==> src/rtl/shift_sequencer_pkg.sv <==
`default_nettype none
// ============================================================================
//  Module      : shift_pkg
//  Description : Shared types for the shift sequencer: operation codes,
//                sequencer state encoding and the legal-opcode helper.
//                The optional carry output (SHIFT_SEQ_CARRY_EN) needs no
//                package content.
//  Revision    : 1.0 - initial release
// ============================================================================
package shift_pkg;

  typedef enum logic [2:0] {
    DIR_LSL = 3'd0,
    DIR_LSR = 3'd1,
    DIR_ASR = 3'd2,
    DIR_ROL = 3'd3,
    DIR_ROR = 3'd4
  } dir_e;

  typedef enum logic [1:0] {
    S_IDLE = 2'd0,
    S_BUSY = 2'd1,
    S_DONE = 2'd2
  } seq_state_e;

  // Codes 5..7 are reserved; they are reported through err.
  function automatic logic dir_legal(input logic [2:0] d);
    return (d <= 3'd4);
  endfunction

endpackage
`default_nettype wire

==> src/rtl/shift_sequencer_if.sv <==
`default_nettype none
// ============================================================================
//  Module      : shift_sequencer_if
//  Description : Request/response bundle of the shift sequencer.
//                master : requester side (drives request, accepts result)
//                slave  : sequencer side
//  Signals     : in_valid/in_ready/data/shift/direccion  - request channel
//                out_valid/out_ready/resultado/err        - result channel
//                busy                                     - status
//                acarreo (only with SHIFT_SEQ_CARRY_EN)   - last bit out
//  Revision    : 1.0 - initial release
// ============================================================================
interface shift_sequencer_if #(
  parameter int N     = 6,
  parameter int AMT_W = 3
);
  logic             in_valid;
  logic             in_ready;
  logic [N-1:0]     data;
  logic [AMT_W-1:0] shift;
  logic [2:0]       direccion;
  logic             out_valid;
  logic             out_ready;
  logic [N-1:0]     resultado;
  logic             busy;
  logic             err;
`ifdef SHIFT_SEQ_CARRY_EN
  logic             acarreo;
`endif

  modport master (
    output in_valid, data, shift, direccion, out_ready,
    input  in_ready, out_valid, resultado, busy, err
`ifdef SHIFT_SEQ_CARRY_EN
    , input acarreo
`endif
  );

  modport slave (
    input  in_valid, data, shift, direccion, out_ready,
    output in_ready, out_valid, resultado, busy, err
`ifdef SHIFT_SEQ_CARRY_EN
    , output acarreo
`endif
  );

endinterface
`default_nettype wire

==> src/rtl/shift_sequencer_step.sv <==
`default_nettype none
// ============================================================================
//  Module      : shift_step
//  Description : Combinational narrow shift stage. Moves value by k
//                single-bit positions (k = 0..STEP) in direction dir.
//  Ports       : value  in  N     operand
//                k      in  KW    positions to apply this clock
//                dir    in  dir_e operation
//                result out N     shifted value
//                carry  out 1     last bit pushed out / wrapped
//                                 (present only with SHIFT_SEQ_CARRY_EN)
//  Revision    : 1.0 - initial release
// ============================================================================
module shift_step
  import shift_pkg::*;
#(
  parameter int N    = 6,
  parameter int STEP = 2,
  parameter int KW   = 2
) (
  input  logic [N-1:0]  value,
  input  logic [KW-1:0] k,
  input  dir_e          dir,
  output logic [N-1:0]  result
`ifdef SHIFT_SEQ_CARRY_EN
  , output logic        carry
`endif
);

  always_comb begin
    logic [N-1:0] v;
`ifdef SHIFT_SEQ_CARRY_EN
    logic c;
    c = 1'b0;
`endif
    v = value;
    // STEP unrolled single-bit stages; stage i is enabled when i < k.
    for (int i = 0; i < STEP; i++) begin
      if (i < int'(k)) begin
`ifdef SHIFT_SEQ_CARRY_EN
        // Leftward ops lose/wrap the msb, rightward ops the lsb.
        c = (dir == DIR_LSL || dir == DIR_ROL) ? v[N-1] : v[0];
`else
        // Carry-free build: only the data path is produced.
`endif
        case (dir)
          DIR_LSL: v = {v[N-2:0], 1'b0};
          DIR_LSR: v = {1'b0, v[N-1:1]};
          DIR_ASR: v = {v[N-1], v[N-1:1]};
          DIR_ROL: v = {v[N-2:0], v[N-1]};
          DIR_ROR: v = {v[0], v[N-1:1]};
          default: v = v;
        endcase
      end
    end
    result = v;
`ifdef SHIFT_SEQ_CARRY_EN
    carry = c;
`endif
  end

endmodule
`default_nettype wire

==> src/rtl/shift_sequencer.sv <==
`default_nettype none
// ============================================================================
//  Module      : shift_sequencer
//  Description : Multi-cycle shifter. Accepts one request, then applies at
//                most STEP positions per clock through shift_step until the
//                full amount is done, and holds the result until taken.
//                Optional macro SHIFT_SEQ_CARRY_EN adds the acarreo output.
//  Ports       : clk    in  1   clock, rising edge
//                rst_n  in  1   asynchronous active-low reset
//                bus    slave   request/result bundle (shift_sequencer_if)
//  Revision    : 1.0 - initial release
// ============================================================================
module shift_sequencer
  import shift_pkg::*;
#(
  parameter int N     = 6,
  parameter int AMT_W = 3,
  parameter int STEP  = 2
) (
  input  logic             clk,
  input  logic             rst_n,
  shift_sequencer_if.slave bus
);

  localparam int          c_kw   = $clog2(STEP + 1);
  localparam logic [31:0] c_step = 32'(STEP);

  seq_state_e       r_state;
  logic [N-1:0]     r_work;
  logic [AMT_W-1:0] r_rem;
  dir_e             r_dir;
  logic             r_in_ready;
  logic             r_out_valid;
  logic             r_busy;
  logic             r_err;

  logic             w_last;
  logic [c_kw-1:0]  w_k;
  logic [N-1:0]     w_step_res;

  // The remaining amount fits into one step: this edge finishes the job.
  assign w_last = (32'(r_rem) <= c_step);
  assign w_k    = w_last ? c_kw'(r_rem) : c_kw'(STEP);

`ifdef SHIFT_SEQ_CARRY_EN
  logic r_carry;
  logic w_step_carry;

  shift_step #(.N(N), .STEP(STEP), .KW(c_kw)) u_step (
    .value  (r_work),
    .k      (w_k),
    .dir    (r_dir),
    .result (w_step_res),
    .carry  (w_step_carry)
  );

  assign bus.acarreo = r_carry;
`else
  shift_step #(.N(N), .STEP(STEP), .KW(c_kw)) u_step (
    .value  (r_work),
    .k      (w_k),
    .dir    (r_dir),
    .result (w_step_res)
  );
`endif

  always_ff @(posedge clk or negedge rst_n) begin
    if (!rst_n) begin
      r_state     <= S_IDLE;
      r_work      <= '0;
      r_rem       <= '0;
      r_dir       <= DIR_LSL;
      r_in_ready  <= 1'b1;
      r_out_valid <= 1'b0;
      r_busy      <= 1'b0;
      r_err       <= 1'b0;
`ifdef SHIFT_SEQ_CARRY_EN
      r_carry     <= 1'b0;
`endif
    end else begin
      case (r_state)
        S_IDLE: begin
          if (bus.in_valid) begin
            // Accept edge only captures the request; no shifting here.
            r_work     <= bus.data;
            r_rem      <= bus.shift;
            r_dir      <= dir_e'(bus.direccion);
            r_in_ready <= 1'b0;
`ifdef SHIFT_SEQ_CARRY_EN
            r_carry    <= 1'b0;
`endif
            if (bus.shift == '0 || !dir_legal(bus.direccion)) begin
              r_state     <= S_DONE;
              r_out_valid <= 1'b1;
              r_err       <= ~dir_legal(bus.direccion);
            end else begin
              r_state <= S_BUSY;
              r_busy  <= 1'b1;
              r_err   <= 1'b0;
            end
          end
        end

        S_BUSY: begin
          r_work <= w_step_res;
          r_rem  <= r_rem - AMT_W'(w_k);
`ifdef SHIFT_SEQ_CARRY_EN
          r_carry <= w_step_carry;
`endif
          if (w_last) begin
            r_state     <= S_DONE;
            r_busy      <= 1'b0;
            r_out_valid <= 1'b1;
          end
        end

        S_DONE: begin
          if (bus.out_ready) begin
            r_state     <= S_IDLE;
            r_out_valid <= 1'b0;
            r_in_ready  <= 1'b1;
            r_err       <= 1'b0;
`ifdef SHIFT_SEQ_CARRY_EN
            r_carry     <= 1'b0;
`endif
          end
        end

        default: begin
          r_state     <= S_IDLE;
          r_in_ready  <= 1'b1;
          r_out_valid <= 1'b0;
          r_busy      <= 1'b0;
          r_err       <= 1'b0;
        end
      endcase
    end
  end

  assign bus.in_ready  = r_in_ready;
  assign bus.out_valid = r_out_valid;
  assign bus.resultado = r_work;
  assign bus.busy      = r_busy;
  assign bus.err       = r_err;

endmodule
`default_nettype wire
==> src/flat_wrapper.sv <==
// flat-port wrapper written by rule: the top's interface ports become plain ports
module shift_sequencer_flat import shift_pkg::*;
#(
  parameter int N     = 6,
  parameter int AMT_W = 3,
  parameter int STEP  = 2
)
  (clk, rst_n, bus_in_valid, bus_data, bus_shift, bus_direccion, bus_out_ready, bus_in_ready, bus_out_valid, bus_resultado, bus_busy, bus_err);
  shift_sequencer_if #(.N(N), .AMT_W(AMT_W)) bus_i ();
  input  logic clk;
  input  logic rst_n;
  input wire logic [$bits(bus_i.in_valid)-1:0] bus_in_valid;
  input wire logic [$bits(bus_i.data)-1:0] bus_data;
  input wire logic [$bits(bus_i.shift)-1:0] bus_shift;
  input wire logic [$bits(bus_i.direccion)-1:0] bus_direccion;
  input wire logic [$bits(bus_i.out_ready)-1:0] bus_out_ready;
  output wire logic [$bits(bus_i.in_ready)-1:0] bus_in_ready;
  output wire logic [$bits(bus_i.out_valid)-1:0] bus_out_valid;
  output wire logic [$bits(bus_i.resultado)-1:0] bus_resultado;
  output wire logic [$bits(bus_i.busy)-1:0] bus_busy;
  output wire logic [$bits(bus_i.err)-1:0] bus_err;
  assign bus_i.in_valid = bus_in_valid;
  assign bus_i.data = bus_data;
  assign bus_i.shift = bus_shift;
  assign bus_i.direccion = bus_direccion;
  assign bus_i.out_ready = bus_out_ready;
  assign bus_in_ready = bus_i.in_ready;
  assign bus_out_valid = bus_i.out_valid;
  assign bus_resultado = bus_i.resultado;
  assign bus_busy = bus_i.busy;
  assign bus_err = bus_i.err;
  shift_sequencer #(.N(N), .AMT_W(AMT_W), .STEP(STEP)) u_core (.clk(clk), .rst_n(rst_n), .bus(bus_i));
endmodule
==> config.mk <==
export PLATFORM = sky130hd
export DESIGN_NAME = shift_sequencer_flat
export DESIGN_NICKNAME = d
export VERILOG_FILES = /design/src/rtl/shift_sequencer_pkg.sv /design/src/rtl/shift_sequencer_if.sv /design/src/rtl/shift_sequencer_step.sv /design/src/rtl/shift_sequencer.sv /design/src/flat_wrapper.sv
export SDC_FILE = /design/constraint.sdc
export NUM_CORES = 1
export LEC_CHECK = 0
export ABC_AREA = 0
export BUFFER_PORTS_ARGS = -buffer_cell sky130_fd_sc_hd__buf_2
export CORE_ASPECT_RATIO = 1.5
export CORE_MARGIN = 1.5
export CORE_UTILIZATION = 35
export DETAILED_ROUTE_END_ITERATION = 8
export GPL_TIMING_DRIVEN = 0
export HOLD_SLACK_MARGIN = 0.06
export PLACE_DENSITY_LB_ADDON = 0.15
export SLEW_MARGIN = 20
export SYNTH_ARGS = -nofsm -noshare
export SYNTH_HDL_FRONTEND = slang
export SYNTH_HIERARCHICAL = 1
export SYNTH_SLANG_ARGS = --single-unit
==> constraint.sdc <==
create_clock -name clk -period 2.1 [get_ports clk]
set_clock_uncertainty 0.15 [all_clocks]
set_input_delay 0.105 -clock clk [delete_from_list [all_inputs] [get_ports clk]]
set_output_delay 0.105 -clock clk [all_outputs]
set_load 0.005 [all_outputs]
==> results of run 1 <==
## flip-flops by register name (all words and copies together) (netlist names)
register	cells
u_core/r_state	2
u_core/r_dir	3
u_core/bus.busy	1
u_core/bus.err	1
u_core/bus.out_valid	1
u_core/bus.in_ready	1
u_core/r_rem	3
u_core/bus.resultado	6
## layer usage
metal  wire (µm)  vias to the layer above  GRT usage, %
met5           0                        -             0
met4          74                        0         8.668
met3         146                        9         1.695
met2        2495                       59         36.78
met1        1890                      795         22.61
li1            -                      773             -
## path summary, 6_finish.rpt
path | start | to
worst max-delay path | u_core/r_rem[2] | u_core/bus.resultado[1]
worst min-delay path | bus_in_valid | u_core/bus.err
worst max register to register | u_core/r_rem[2] | u_core/bus.resultado[1]
worst min register to register | u_core/bus.out_valid | u_core/bus.out_valid
max in group asynchronous | rst_n | u_core/bus.in_ready
min in group asynchronous | rst_n | u_core/bus.out_valid
## through the flow
stage / cells / setup TNS, ns / area, µm² / total power (µW) / util, %
2_1_floorplan: 182 / 0 / 1546 / 2365 / -
3_3_place_gp: 253 / -0.3357 / 1729 / 2881 / 41.08
3_5_place_dp: 253 / -0.3114 / 1729 / 2923 / 41.08
4_1_cts: 275 / -0.002337 / 1973 / 3326 / 46.88
5_1_grt: 278 / -0.1314 / 2007 / 3683 / 47.68
6_report: 278 / 0 / 2007 / 3425 / 47.68
## worst max-delay path: cells and delay by family (launching register included)
kind	cells	cell delay, ns
AO/OA/AOI/OAI	6	0.87
flip-flops	1	0.42
AND/OR/NAND/NOR	3	0.58
## synth_stat cells, drive strengths merged, types with 2 or more instances
library cell  count  share of area, %
o21ai            18               5.9
a32oi             3               1.7
a31o              2               1.1
buf               9               4.3
or3b              2               1.1
nor3b             3               2.2
a21oi            18               7.6
inv               5               1.2
or2               3               1.4
o22ai             2              0.81
nand4b            2               1.1
a22oi             7               3.4
and2              3               1.3
xnor2             2               1.6
clkbuf            3              0.73
nor3              4               1.3
mux2i             2               1.3
nand3             4               1.3
nand2            15               3.7
o211ai            2              0.98
mux2              3               2.2
nand2b            2              0.81
a21o              3               1.5
a31oi             3               1.2
nor2b             9               3.7
o2bb2ai           2               1.1
a32o              2               1.3
o21a              2              0.98
nor2             14               4.1
dfrtp            17                28
## layout make-up
| type | count | area (µm²) | area share (%) |
|---|---|---|---|
| multi-input combinational | 147 | 1035 | 51.56 |
| sequential | 18 | 455.4 | 22.69 |
| timing repair buffer | 46 | 317.8 | 15.84 |
| buffer | 12 | 77.57 | 3.865 |
| tap | 46 | 57.56 | 2.868 |
| clock buffer | 4 | 45.04 | 2.244 |
| inverter | 5 | 18.77 | 0.9352 |
## what timing repair did
| action | CTS | global route |
|---|---|---|
| hold buffers | 14 | 0 |
| endpoints found under the setup margin | 5 | 5 |
| hold endpoints to repair | 31 | 0 |
| resized for setup | 6 | 5 |
| pin swaps | 3 | 11 |
| setup buffers | 4 | 3 |
## power breakdown
group / total [µW] / leakage, µW / switching, µW / internal [µW]
Clock: 261 / 0.0000228 / 126 / 135
Combinational: 2380 / 0.000584 / 1310 / 1070
Sequential: 787 / 0.000214 / 260 / 527
Total: 3420 / 0.000821 / 1690 / 1730
## kinds of logic (layout without fill, tap and decap cells)
group,after synthesis,count (layout),synth area share (%)
mux,5,5,3.502
xor+xnor,3,3,2.688
compound gates,74,74,34.20
simple gates,63,63,22.88
flops,18,18,29.40
buf+inv,17,67,6.270
fa+ha+maj,1,1,0.8142
other cells,1,1,0.2441
==> run_results.csv, run 1 <==
group,metric,value,unit
die,core,4209,µm²
routing,drc,0,
timing,period_share,99.30,%
timing,hold_viol,0,
power_and_ir_drop,worst_ir_drop_vdd,1.061,mV
worst_setup_path,r2r_cells,9,
clock_tree,cts-root-buf,"clkbuf_8",
yosys,synth_flop_cell,"dfrtp_1",
cells_and_area,n_antenna_cell,0,
routing,num_vias,1636,
cells_and_area,fillers,425,
hold_path,hold_depth,3,
timing,whs,0.1155,ns
hold_path,min_path_type,"in2reg",
yosys,ys.warnings.count,6,
clock_tree,clockBufferDepth,2,
timing,setup_ws,0.01472,ns
global_route,antenna_found_initial,0,
clock_tree,clk-insertion-delay-late,0.26,ns
routing,drtAntennaViolNets,0,
routing,drtIter0Drc,66,
cells_and_area,area_growth,30.62,%
global_route,grt_overflow,0,
yosys,syn-num-nets,199,
worst_setup_path,critical_path_class,"reg2reg",
clock_tree,clkSinkCount,18,
place,hpwl,3379,µm
clock_tree,cts_tree,"built",
yosys,syn_inst,182,
worst_setup_path,start_kind,"flop",
run,drv_cap,0,
die,chipWidth,57.10,µm
clock_tree,htreeDepth,1,
place,place_congestion,0.9151,
clock_tree,path_clk_slew,0.07,ns
die,die-area,4805,µm²
routing,wl_per_cell,16.57,µm
place,post-place-ws,-0.1788,ns
routing,via_per_inst,5.885,
worst_setup_path,crit_chain,"or2_4, nor2_4, or2_4, a21oi_2, a211oi_2, a221oi_2, a311oi_2, a22oi_1, o21ai_1",
yosys,syn_area_per_cell,8.442,µm²
yosys,netlist_area,1536,µm²
global_route,grt_pass1_vias,1610,
die,row_count,29,
cells_and_area,final_common_cell,"buf_2",
die,num_io_pins,26,
die,fp.dieH,84.15,µm
clock_tree,cts_buffers,3,
timing,period_needed,2.085,ns
global_route,grt_pass1_wl,7576,µm
yosys,synth_edf_count,0,
worst_setup_path,end_kind,"flop",
worst_setup_path,r2r_slack,0.01,ns
power_and_ir_drop,p_per_area,1707,nW/µm²
worst_setup_path,cp_max_fo,4,
run_status,status,"completed",
die,start_util,36.50,%
worst_setup_path,critPathMaxStageDelay,0.42,ns
place,port-buffer-count,25,
worst_setup_path,worstPathRequired,2.14,ns
cells_and_area,drive_above_1_share,31.03,%
yosys,synthArstFlopShare,100.0,%
power_and_ir_drop,p_leak,0.0008206,µW
cells_and_area,nNetsFinal,250,
routing,wl,4607,µm
yosys,synth.distinct_cells,58,
timing,slew_viol_final,0,
timing,rsz0062_at_grt,"true",
timing,max_freq,479.6,MHz
yosys,seq_area_frac_synth,29.40,%
worst_setup_path,crit_path_frequent_cell,"or2_4",
routing,dr.pass1.iters,4,
global_route,grt_max_degree,19,
global_route,grtUsageTotal,19.91,%
worst_setup_path,arrival,2.12,ns
cells_and_area,layout_common_cells,"30 x buf_2, 15 x nand2_1, 14 x dlygate4sd3_1, 14 x a21oi_1, 14 x dfrtp_1",
yosys,synth-seq-cells,18,
worst_setup_path,critPathSlowestCell,"dfrtp_2",
timing,setup_viol_count_final,0,
No activity file was read; power rests on OpenSTA's default activity.
==> inputs of run 2 (changes only) <==
- CTS_BUF_LIST: default -> sky130_fd_sc_hd__clkbuf_4 sky130_fd_sc_hd__clkbuf_8
==> run_results.csv, run 2 (synthesis gave the netlist of run 1 again) <==
group,metric,value,unit
power_and_ir_drop,p_sw,1695,µW
timing,max_freq,479.9,MHz
global_route,grt_overflow,0,
cells_and_area,final_common_cell,"buf_2",
cells_and_area,layout_common_cells,"30 x buf_2, 15 x nand2_1, 14 x dlygate4sd3_1, 14 x a21oi_1, 14 x dfrtp_1",
cells_and_area,largest_reg_flops,6,
worst_setup_path,critical_path_class,"reg2reg",
run,drv_cap,0,
clock_tree,clockBufferDepth,2,
power_and_ir_drop,p_per_area,1710,nW/µm²
worst_setup_path,cp_max_fo,4,
power_and_ir_drop,pwr-share-seq,22.9,%
power_and_ir_drop,p_leak,0.0008297,µW
clock_tree,cts_tree,"built",
place,dp.cells,253,
die,start_util,36.50,%
clock_tree,htreeDepth,1,
cells_and_area,drive_above_1_share,32.33,%
power_and_ir_drop,clkPwrFrac,8.0,%
clock_tree,clk-insertion-delay-late,0.26,ns
timing,whs,0.1290,ns
worst_setup_path,start_kind,"flop",
cells_and_area,layout.cells.non_filler,278,
timing,rsz0062_at_grt,"true",
worst_setup_path,arrival,2.12,ns
place,port-buffer-count,25,
routing,drtAntennaViolNets,0,
run_status,status,"completed",
place,place_congestion,0.9151,
place,hpwl,3379,µm
global_route,grt_max_degree,19,
routing,drtIter0Drc,69,
routing,drc,0,
cells_and_area,nNetsFinal,250,
routing,dr.pass1.iters,4,
die,num_io_pins,26,
clock_tree,cts_buffers,3,
global_route,grt_pass1_vias,1626,
global_route,antenna_found_initial,0,
timing,period_needed,2.084,ns
hold_path,min_path_type,"in2reg",
cells_and_area,n_antenna_cell,0,
power_and_ir_drop,combPwrFrac,69.1,%
global_route,grt_pass1_wl,7624,µm
die,fp.dieH,84.15,µm
timing,hold_viol,0,
worst_setup_path,worstPathRequired,2.14,ns
die,core,4209,µm²
cells_and_area,fin_util,47.86,%
routing,via_per_inst,5.899,
global_route,grtUsageTotal,20.00,%
clock_tree,path_clk_slew,0.08,ns
power_and_ir_drop,worst_ir_drop_vdd,1.010,mV
timing,period_share,99.23,%
timing,setup_viol_count_final,0,
cells_and_area,fillers,429,
die,chipWidth,57.10,µm
cells_and_area,area_growth,31.11,%
routing,wl,4638,µm
clock_tree,cts-root-buf,"clkbuf_8",
power_and_ir_drop,switching_share,49.21,%
clock_tree,clkSinkCount,18,
routing,wl_per_cell,16.68,µm
timing,slew_viol_final,0,
routing,num_vias,1640,
die,row_count,29,
worst_setup_path,end_kind,"flop",
power_and_ir_drop,p_int,1750,µW
die,die-area,4805,µm²
-- run 2: cell counts in the layout (fill, tap and decap cells not counted) --
No cell type changed its count.
-- run 2: through the flow --
step / TNS, ns / setup WS, ns / area, µm² / power, µW
floorplan: 0 / 0.004289 / 1546 / 2365
global placement: -0.3357 / -0.2125 / 1729 / 2881
detailed placement: -0.3114 / -0.1788 / 1729 / 2923
CTS: -0.002337 / -0.002337 / 1977 / 3340
global route: -0.1099 / -0.05889 / 2014 / 3708
finish: 0 / 0.01616 / 2014 / 3445
-- run 2: worst max-delay path, stage by stage (launching register included) --
cell and delay, ns:
dfrtp_2 0.42, or2_4 0.29, nor2_4 0.14, or2_4 0.15, a21oi_2 0.05, a211oi_2 0.30, a221oi_2 0.12, a311oi_2 0.22
a22oi_1 0.10, o21ai_1 0.09
-- run 2: final timing paths --
check,from,endpoint,slack (ns),cells past startpoint
max,u_core/r_rem[2],u_core/bus.resultado[1],0.02,9
min,bus_in_valid,u_core/bus.err,0.13,3
max reg2reg,u_core/r_rem[2],u_core/bus.resultado[1],0.02,9
min reg2reg,u_core/bus.busy,u_core/bus.busy,0.39,1
max in group asynchronous,rst_n,u_core/bus.in_ready,1.31,2
min in group asynchronous,rst_n,u_core/bus.out_valid,0.16,2
-- run 2: timing repair --
action                                  4_1_cts  5_1_grt
hold buffers                                 14        0
gates resized for setup                       6        7
buffers inserted                              4        3
endpoints found under the hold margin        31        0
pin swaps                                     3       13
endpoints found under the setup margin        5        5
-- run 2: final cells by class --
type | instances | area, µm² | area share [%]
multi-input combinational | 147 | 1039 | 51.55
sequential | 18 | 455.4 | 22.61
timing repair buffer | 46 | 317.8 | 15.78
buffer | 12 | 77.57 | 3.851
tap | 46 | 57.56 | 2.857
clock buffer | 4 | 48.80 | 2.422
inverter | 5 | 18.77 | 0.9317
-- run 2: routing by layer --
metal  track usage, %  routed length [µm]  up-vias
li1                 -                   -      774
met1            23.00                1905      800
met2            36.78                2472       54
met3            1.541                 143       12
met4            8.668                 116        0
met5                0                   0        -
-- run 2: power by group through the flow --
stage,clock network (µW),logic [µW],registers [µW]
floorplan,0,1630,739
global placement,0,2090,794
detailed placement,0,2120,807
CTS,270,2280,793
global route,290,2600,822
finish,275,2380,789
==> inputs of run 3 (changes only) <==
- CORE_ASPECT_RATIO: 1.5 -> default
- REMOVE_ABC_BUFFERS: default -> 1
==> run_results.csv, run 3 (synthesis gave the netlist of run 1 again) <==
group,metric,value,unit
die,core,4115,µm²
global_route,grt_max_degree,23,
run_status,status,"finished with violations",
clock_tree,cts_buffers,3,
global_route,grt_overflow,0,
timing,whs,0.09453,ns
routing,drc,0,
routing,via_per_inst,5.817,
timing,setup_viol_count_final,2,
worst_setup_path,start_kind,"flop",
clock_tree,cts_tree,"built",
worst_setup_path,r2r_slack,-0.02,ns
cells_and_area,drive_above_1_share,33.19,%
timing,setup-tns-final,-0.03409,ns
clock_tree,htreeDepth,1,
die,num_io_pins,26,
global_route,grt_pass1_wl,7238,µm
die,fp.dieH,69.26,µm
timing,rsz0062_at_grt,"true",
clock_tree,clk-insertion-delay-late,0.25,ns
global_route,grtUsageTotal,18.07,%
run,drv_cap,0,
die,row_count,23,
power_and_ir_drop,power,3481,µW
place,place_area,1647,µm²
worst_setup_path,cp_max_fo,6,
routing,wl,4502,µm
die,die-area,4796,µm²
routing,drtAntennaViolNets,0,
clock_tree,path_clk_slew,0.07,ns
power_and_ir_drop,p_leak,0.0008200,µW
timing,tightest_slew,0.7999,ns
die,start_util,37.34,%
timing,period_needed,2.122,ns
cells_and_area,final_common_cell,"buf_2",
cells_and_area,largest_reg_flops,6,
power_and_ir_drop,worst_ir_drop_vdd,0.6696,mV
cells_and_area,final_area,2012,µm²
place,hpwl,2817,µm
clock_tree,cts-root-buf,"clkbuf_8",
worst_setup_path,worstPathRequired,2.13,ns
routing,dr.pass1.iters,4,
die,chipWidth,69.26,µm
timing,hold_viol,0,
timing,period_share,101.1,%
timing,setup_ws,-0.02206,ns
clock_tree,clkSinkCount,18,
worst_setup_path,arrival,2.15,ns
timing,slew_viol_final,0,
routing,drtIter0Drc,102,
global_route,antenna_found_initial,0,
timing,slew_headroom,46.67,%
clock_tree,clockBufferDepth,2,
cells_and_area,nNetsFinal,247,
place,place_congestion,0.9557,
routing,wl_per_cell,16.14,µm
cells_and_area,layout_common_cells,"25 x buf_2, 15 x nand2_1, 15 x buf_4",
run_status,failed_checks,"setup timing",
place,post-place-ws,-0.5403,ns
global_route,grt_pass1_vias,1550,
worst_setup_path,critical_path_class,"reg2reg",
cells_and_area,n_antenna_cell,0,
hold_path,min_path_type,"in2reg",
place,port-buffer-count,25,
routing,num_vias,1623,
power_and_ir_drop,p_per_area,1730,nW/µm²
cells_and_area,area_growth,30.94,%
worst_setup_path,end_kind,"flop",
timing,max_freq,471.2,MHz
## run 3: cell count changes in the layout (fill, tap and decap cells not counted), sizes merged
cell / before / now
clkbuf: 7 / 5
buf: 41 / 40
## run 3: layout make-up
| cell class | instances | area (µm²) |
|---|---|---|
| fill | 401 | 2103 |
| multi-input combinational | 147 | 1033 |
| sequential | 18 | 459.2 |
| timing repair buffer | 55 | 382.9 |
| tap | 50 | 62.56 |
| clock buffer | 4 | 55.05 |
| inverter | 5 | 18.77 |
## run 3: worst max-delay path, stage by stage (launching register included)
cell,delay [ns]
dfrtp_2,0.41
or2_4,0.29
nor2_4,0.25
nor3_2,0.08
a211oi_2,0.33
a221oi_2,0.13
a311oi_2,0.20
a22oi_1,0.10
o21ai_1,0.11
## run 3: through the flow
stage | util, % | instances
after CTS | 46.55 | 269
after global placement | 40.01 | 245
after global routing | 48.89 | 279
final | 48.89 | 279
after detailed placement | 40.01 | 245
after floorplan | - | 170
## run 3: path summary, 6_finish.rpt
check / end / cells past startpoint / start
setup / recovery: u_core/bus.resultado[1] / 8 / u_core/r_rem[2]
hold / removal: u_core/r_state[1] / 3 / bus_in_valid
setup reg to reg: u_core/bus.resultado[1] / 8 / u_core/r_rem[2]
max in group asynchronous: u_core/r_dir[2] / 2 / rst_n
min in group asynchronous: u_core/bus.resultado[1] / 2 / rst_n
hold reg to reg: u_core/bus.in_ready / 1 / u_core/bus.in_ready
## run 3: timing repair
action                     CTS  global route
hold endpoints to repair    31             0
resized for setup           12             6
pin swaps                    8             7
buffers inserted             6            10
setup endpoints to repair    6             9
hold buffers                14             0
## run 3: where the power goes
group | internal [µW] | switching (µW)
Clock | 167 | 119
Sequential | 531 | 391
Combinational | 1100 | 1170
## run 3: layer usage
metal  routed length [µm]  track usage [%]
met2                 2232            30.24
met1                 1905            23.34
met5                    0                0
met3                  293            4.651
met4                   70            4.357
